**config.mk**
```make
export PLATFORM = sky130hd
export DESIGN_NAME = seg_scan_ctrl
export DESIGN_NICKNAME = d
export VERILOG_FILES = /design/src/rtl/seg_scan_ctrl.sv
export SDC_FILE = /design/constraint.sdc
export NUM_CORES = 1
export LEC_CHECK = 0
export CORE_ASPECT_RATIO = 0.8
export CORE_MARGIN = 3
export CORE_UTILIZATION = 50
export CTS_BUF_LIST = sky130_fd_sc_hd__clkbuf_8
export DETAILED_ROUTE_END_ITERATION = 6
export PLACE_DENSITY = 0.73
export REMOVE_ABC_BUFFERS = 1
export SLEW_MARGIN = 25
export SYNTH_ARGS = -nofsm -noshare
export SYNTH_HDL_FRONTEND = slang
export SYNTH_SLANG_ARGS = --single-unit
```
**constraint.sdc**
```tcl
create_clock -name clk -period 6.15 [get_ports clk]
set_input_delay 1.5375 -clock clk [delete_from_list [all_inputs] [get_ports clk]]
set_output_delay 1.5375 -clock clk [all_outputs]
set_load 0.05 [all_outputs]
```
**src/rtl/seg_scan_ctrl.sv**
```systemverilog
// seg_scan_ctrl: time-multiplexed scan controller for an 8-digit seven-segment display.
// Owns an 8-entry digit buffer {blank, value[3:0]}. It steps the active anode every
// 2^DIV_W cycles and presents the scanned digit's code to the segment decoder.
// Two writers (A, B) share the buffer through a round-robin valid/ready port.
//
// Optional feature macro: SEG_GHOST_BLANK_EN
//   When defined, anodes are held dark for BLANK_CYC cycles after every digit change
//   (and after reset) to suppress ghosting. digit_val still switches immediately.
module seg_scan_ctrl #(
    parameter int unsigned DIV_W     = 17,
    parameter int unsigned BLANK_CYC = 16
) (
    input  logic       clk,
    input  logic       rst,
    // writer A
    input  logic       a_valid,
    output logic       a_ready,
    input  logic [2:0] a_digit,
    input  logic [3:0] a_value,
    input  logic       a_blank,
    // writer B
    input  logic       b_valid,
    output logic       b_ready,
    input  logic [2:0] b_digit,
    input  logic [3:0] b_value,
    input  logic       b_blank,
    // display side
    output logic [7:0] anodes,
    output logic [3:0] digit_val,
    output logic [2:0] scan_idx,
    output logic       frame_tick
);

    // ------------------------------------------------------------------
    // Scan state
    // ------------------------------------------------------------------
    logic [DIV_W-1:0] cnt_q;
    logic [DIV_W-1:0] cnt_d;
    logic             cnt_wrap;
    logic [2:0]       scan_q;
    logic             frame_q;

    assign cnt_wrap = &cnt_q;
    assign cnt_d    = cnt_q + DIV_W'(1);

    // Prescaler, digit index and frame pulse; the pulse marks the first cycle after 7->0.
    always_ff @(posedge clk) begin
        if (rst) begin
            cnt_q   <= '0;
            scan_q  <= '0;
            frame_q <= 1'b0;
        end else begin
            cnt_q   <= cnt_d;
            frame_q <= cnt_wrap && (scan_q == 3'd7);
            if (cnt_wrap) begin
                scan_q <= scan_q + 3'd1;
            end
        end
    end

    // ------------------------------------------------------------------
    // Write arbitration
    // ------------------------------------------------------------------
    // last_b_q = 1 means B was granted last, so A wins the next tie.
    logic       last_b_q;
    logic       a_fire;
    logic       b_fire;
    logic       wr_en;
    logic [2:0] wr_idx;
    logic [3:0] wr_val;
    logic       wr_blank;

    // Round-robin grant; both readys are forced low while in reset.
    always_comb begin
        a_ready = 1'b0;
        b_ready = 1'b0;
        if (!rst) begin
            if (a_valid && b_valid) begin
                a_ready = last_b_q;
                b_ready = !last_b_q;
            end else begin
                a_ready = a_valid;
                b_ready = b_valid;
            end
        end
    end

    assign a_fire = a_valid && a_ready;
    assign b_fire = b_valid && b_ready;

    // Select the single write that can complete this cycle.
    always_comb begin
        wr_en    = a_fire || b_fire;
        wr_idx   = a_digit;
        wr_val   = a_value;
        wr_blank = a_blank;
        if (b_fire) begin
            wr_idx   = b_digit;
            wr_val   = b_value;
            wr_blank = b_blank;
        end
    end

    // Last-grant pointer moves only on a completed transfer.
    always_ff @(posedge clk) begin
        if (rst) begin
            last_b_q <= 1'b1;
        end else if (a_fire) begin
            last_b_q <= 1'b0;
        end else if (b_fire) begin
            last_b_q <= 1'b1;
        end
    end

    // ------------------------------------------------------------------
    // Digit buffer
    // ------------------------------------------------------------------
    logic [3:0] val_q [8];
    logic [7:0] blank_q;

    // Buffer storage; writes are independent of the scan position.
    always_ff @(posedge clk) begin
        if (rst) begin
            for (int i = 0; i < 8; i++) begin
                val_q[i] <= 4'h0;
            end
            blank_q <= 8'h00;
        end else if (wr_en) begin
            val_q[wr_idx]   <= wr_val;
            blank_q[wr_idx] <= wr_blank;
        end
    end

    // ------------------------------------------------------------------
    // Ghost blanking
    // ------------------------------------------------------------------
    logic ghost_active;

`ifdef SEG_GHOST_BLANK_EN
    logic [DIV_W-1:0] ghost_q;

    // Dead-time counter reloaded on every digit change and on reset.
    always_ff @(posedge clk) begin
        if (rst) begin
            ghost_q <= DIV_W'(BLANK_CYC);
        end else if (cnt_wrap) begin
            ghost_q <= DIV_W'(BLANK_CYC);
        end else if (ghost_q != '0) begin
            ghost_q <= ghost_q - DIV_W'(1);
        end
    end

    assign ghost_active = (ghost_q != '0);
`else
    logic unused_blank_cyc;

    assign unused_blank_cyc = ^BLANK_CYC;
    assign ghost_active     = 1'b0;
`endif

    // ------------------------------------------------------------------
    // Outputs
    // ------------------------------------------------------------------
    // Display drive: value always follows the scan; anode dark when blanked.
    always_comb begin
        digit_val = val_q[scan_q];
        anodes    = 8'h01 << scan_q;
        if (blank_q[scan_q] || ghost_active) begin
            anodes = 8'h00;
        end
    end

    assign scan_idx   = scan_q;
    assign frame_tick = frame_q;

endmodule

```
==> results.rst <==
.. list-table::
   :header-rows: 1

   * - Metric
     - Value
   * - Worst hold-check path type
     - flop to flop
   * - Post-DP HPWL
     - 5330 um
   * - Antenna-violating nets left
     - 0
   * - Uppermost layer routed
     - met4
   * - Post-Route M1 WL
     - 3440 um
   * - Arrival time worst endpoint
     - 3680 ps
   * - Count of warnings emitted by yosys
     - 0
   * - Mapped Cells
     - 330
   * - Maximum clock frequency
     - roughly 0.19 GHz
   * - PD cells
     - between 200 and 250 nW/um^2
   * - Maximum single-stage delay on the critical path
     - ~810 ps
   * - Number of global-route vias before repair
     - between 2k and 2.5k
   * - Status
     - completed
   * - Area of all placed cells without fillers
     - approximately 4000 um^2
   * - Post-synthesis async set-or-reset flop share
     - 0%
   * - Gate family responsible for the most delay along the worst path
     - buffers and inverters
   * - Initial standard-cell utilization of the core
     - 52.5%
   * - Number of antenna violations at the first check in global routing
     - 0
   * - Number of iterations in the first detailed-routing pass
     - 5
   * - CP Data Required Time
     - 4610 ps
   * - Leakage
     - 0.00143 uW
   * - DR vias
     - 2605
   * - Leading cell type by number of instances after synthesis
     - sky130_fd_sc_hd__nor2_1
   * - Final-report hold violation count
     - 0
   * - Post-synthesis cell type count
     - 42
   * - Post-CTS Setup Repair Bufs
     - 0
   * - Worst ir drop on vdd
     - 0.122 mV
   * - Leading post-synthesis cells by cell area
     - sky130_fd_sc_hd__edfxtp_1 28%, sky130_fd_sc_hd__dfxtp_1 19%, sky130_fd_sc_hd__mux4_2 6.6%
   * - Post-route minimum period
     - 5220 ps
   * - Total core area
     - 6470 um^2
   * - Signed area change from the synthesized netlist to the final layout
     - 18.6%
   * - Critical Path, Cell by Cell
     - clkdlybuf4s50_1 -> a21boi_1 -> buf_4 -> nand2b_1 -> inv_1 -> clkdlybuf4s50_1
   * - Yosys top cell area share
     - 28.3%
   * - Worst Hold Launch
     - cnt_q[0]
   * - Seq/Total Area, Yosys
     - 47.7%
   * - Reported max-cap violation count
     - 0
   * - Per-cell via count in the routed design
     - between 5 and 6
   * - Area of the mapped netlist
     - 3400 um^2
   * - Crit path buffers/inverters
     - 4
   * - Synthesized area divided by synthesized cell count
     - 10.3 um^2
   * - Worst slew slack as a fraction of its limit
     - 56.7%
   * - Share of the clock period used by the worst path
     - 84.9%
   * - Floorplan row count
     - 26
   * - Post-synth EDFFs
     - 32
   * - Total routing resource utilization after global routing
     - 20.5%
   * - Post-cts sizing count
     - 0
   * - Buffer cell driving the clock tree root
     - sky130_fd_sc_hd__clkbuf_8
   * - Clock Sinks
     - 65
   * - Critical path endpoint category
     - output port
   * - H-tree lvl count
     - 3
   * - Clock tree from TritonCTS
     - yes
   * - Number of remaining DRC errors
     - 0
   * - N_diodes
     - 0
   * - Number of DRC markers in iteration 0
     - 286
   * - Met3 routed WL
     - 487 um
   * - Post-synthesis sequential element count
     - 65
   * - I/O pin total
     - 38
   * - Die Outline Area
     - a little under 8000 um^2
   * - Overall overflow remaining after global route
     - 0
   * - Sum Neg Setup Slack
     - 0 ps
   * - Fraction of final layout cells with drive strength greater than 1
     - 14.7%
   * - Number of port buffers
     - 37
   * - Launching point of the worst reg2reg path
     - cnt_q[0]
   * - Die W
     - 98.2 um
   * - Die Y
     - 79.7 um
   * - Maximum fanout encountered on the critical timing path
     - 17
   * - Kind of critical path
     - input port to output port
   * - Post-layout net count
     - 390
   * - RSZ-0062 raised after global routing
     - false
   * - Measured slew at the worst slew-check pin
     - 644 ps
   * - Area after detailed placement
     - 3810 um^2
   * - Leading post-synthesis cells by instance count
     - 56 x sky130_fd_sc_hd__nor2_1, 33 x sky130_fd_sc_hd__dfxtp_1, 32 x sky130_fd_sc_hd__edfxtp_1
   * - Worst-case clock buffer depth
     - 2
   * - Final weighted congestion of routability-driven global placement
     - 0.836
   * - Cts-stage hold buffer count
     - 0
   * - Insertion delay to the later sink of the worst-skew pair
     - 350 ps
   * - Final number of setup-violating endpoints
     - 0
   * - Largest net degree at the start of global routing
     - 72
   * - First-pass GRT wire length
     - ~13000 um
   * - Area leader, netlist
     - sky130_fd_sc_hd__edfxtp_1
   * - Clock transition time at the flip-flop clock pins of the worst setup and hold paths
     - ~70 ps
   * - Most frequent cell on the critical path
     - sky130_fd_sc_hd__clkdlybuf4s50_1
   * - Worst clock skew
     - 13.2 ps
   * - Top_reg_cell synth
     - sky130_fd_sc_hd__dfxtp_1
   * - Final wirelength
     - 7500 um
   * - TritonCTS buffer count
     - 9
   * - Routed length on met2
     - 3510 um
   * - Count of pins over their slew limit
     - 0
   * - Wire per inst
     - 16.6 um
   * - Cell at the slowest stage of the critical path
     - sky130_fd_sc_hd__clkdlybuf4s50_1
   * - Critical path launch point type
     - input port
   * - Launching element of the worst setup path
     - a_valid
==> layer usage <==
metal  track usage (%)  vias up
met5                 0        -
met4              5.73        0
met3              5.24        6
met2              31.7       87
met1              28.8     1251
li1                  -     1261
==> flip-flops by register name (all words and copies together) (netlist names), named ones only <==
| name | flops |
|---|---|
| blank_q | 8 |
| scan_idx | 3 |
| val_q | 32 |
| frame_tick | 1 |
| last_b_q | 1 |
| cnt_q | 17 |
==> final cells by class <==
cell class / instances / area [um^2]
clock buffer: 9 / 124
clock inverter: 7 / 95.1
multi-input combinational: 240 / 1670
sequential: 65 / 1620
fill: 538 / 2440
timing repair buffer: 41 / 395
inverter: 5 / 18.8
tap: 84 / 105
==> worst paths after layout <==
kind         endpoint  cells past startpoint  slack [ps]
max reg2reg      flop                      7        3880
min reg2reg  cnt_q[0]                      1         460
min          cnt_q[0]                      1         460
max           b_ready                      6         930
==> logic make-up after synthesis <==
kind of cell / Yosys count / synth area share (%)
adder cells (fa/ha/maj): 8 / 2.95
AND/OR/NAND/NOR: 154 / 24.3
buffers and inverters: 25 / 3.13
AO/OA/AOI/OAI: 43 / 7.77
XOR/XNOR: 10 / 2.58
flip-flops: 65 / 47.7
multiplexers: 25 / 11.5
==> power by group <==
| group | total (uW) | switching [uW] | internal [uW] |
|---|---|---|---|
| Sequential | 476 | 6.57 | 469 |
| Clock | 399 | 171 | 229 |
| Combinational | 95.2 | 57.6 | 37.6 |
| Total | 971 | 235 | 736 |
==> stage by stage <==
stage                     utilization (%)  hold slack, ps  cells  total power [uW]  setup WS [ps]
after detailed placement             58.9             447    435               579            947
final                                62.2             459    451               971            929
after CTS                            62.2             464    451               976            938
after floorplan                         -             422    310               533           1950
after global routing                 62.2             480    451              1010            738
after global placement               58.9             440    435               577           1010
==> layout by cell type, fill, tap and decap left out, types with 2 or more instances in the layout <==
cell	synthesis	routed
sky130_fd_sc_hd__nor4_1	2	2
sky130_fd_sc_hd__nand3_1	9	9
sky130_fd_sc_hd__o21ai_0	7	7
sky130_fd_sc_hd__or3_1	3	3
sky130_fd_sc_hd__xor2_1	6	6
sky130_fd_sc_hd__nand2_1	9	9
sky130_fd_sc_hd__mux2_2	13	13
sky130_fd_sc_hd__ha_1	8	8
sky130_fd_sc_hd__nand4_1	3	3
sky130_fd_sc_hd__clkinv_4	0	2
sky130_fd_sc_hd__nand2b_1	5	5
sky130_fd_sc_hd__nand3b_1	9	9
sky130_fd_sc_hd__buf_4	0	4
sky130_fd_sc_hd__and2_1	11	11
sky130_fd_sc_hd__nor3_1	14	14
sky130_fd_sc_hd__clkdlybuf4s50_1	0	36
sky130_fd_sc_hd__inv_1	5	6
sky130_fd_sc_hd__mux4_2	10	10
sky130_fd_sc_hd__clkbuf_8	0	9
sky130_fd_sc_hd__xnor2_1	4	4
sky130_fd_sc_hd__nor2b_1	15	15
sky130_fd_sc_hd__bufinv_16	0	2
sky130_fd_sc_hd__o21bai_1	2	2
sky130_fd_sc_hd__a31oi_1	16	16
sky130_fd_sc_hd__or2_2	6	6
sky130_fd_sc_hd__dfxtp_1	33	33
sky130_fd_sc_hd__and4b_1	4	4
sky130_fd_sc_hd__mux2i_1	2	2
sky130_fd_sc_hd__or4b_4	2	2
sky130_fd_sc_hd__a32oi_1	2	2
sky130_fd_sc_hd__nor2_1	56	56
sky130_fd_sc_hd__edfxtp_1	32	32
sky130_fd_sc_hd__a21oi_1	11	11
No activity file was read; power rests on OpenSTA's default activity.
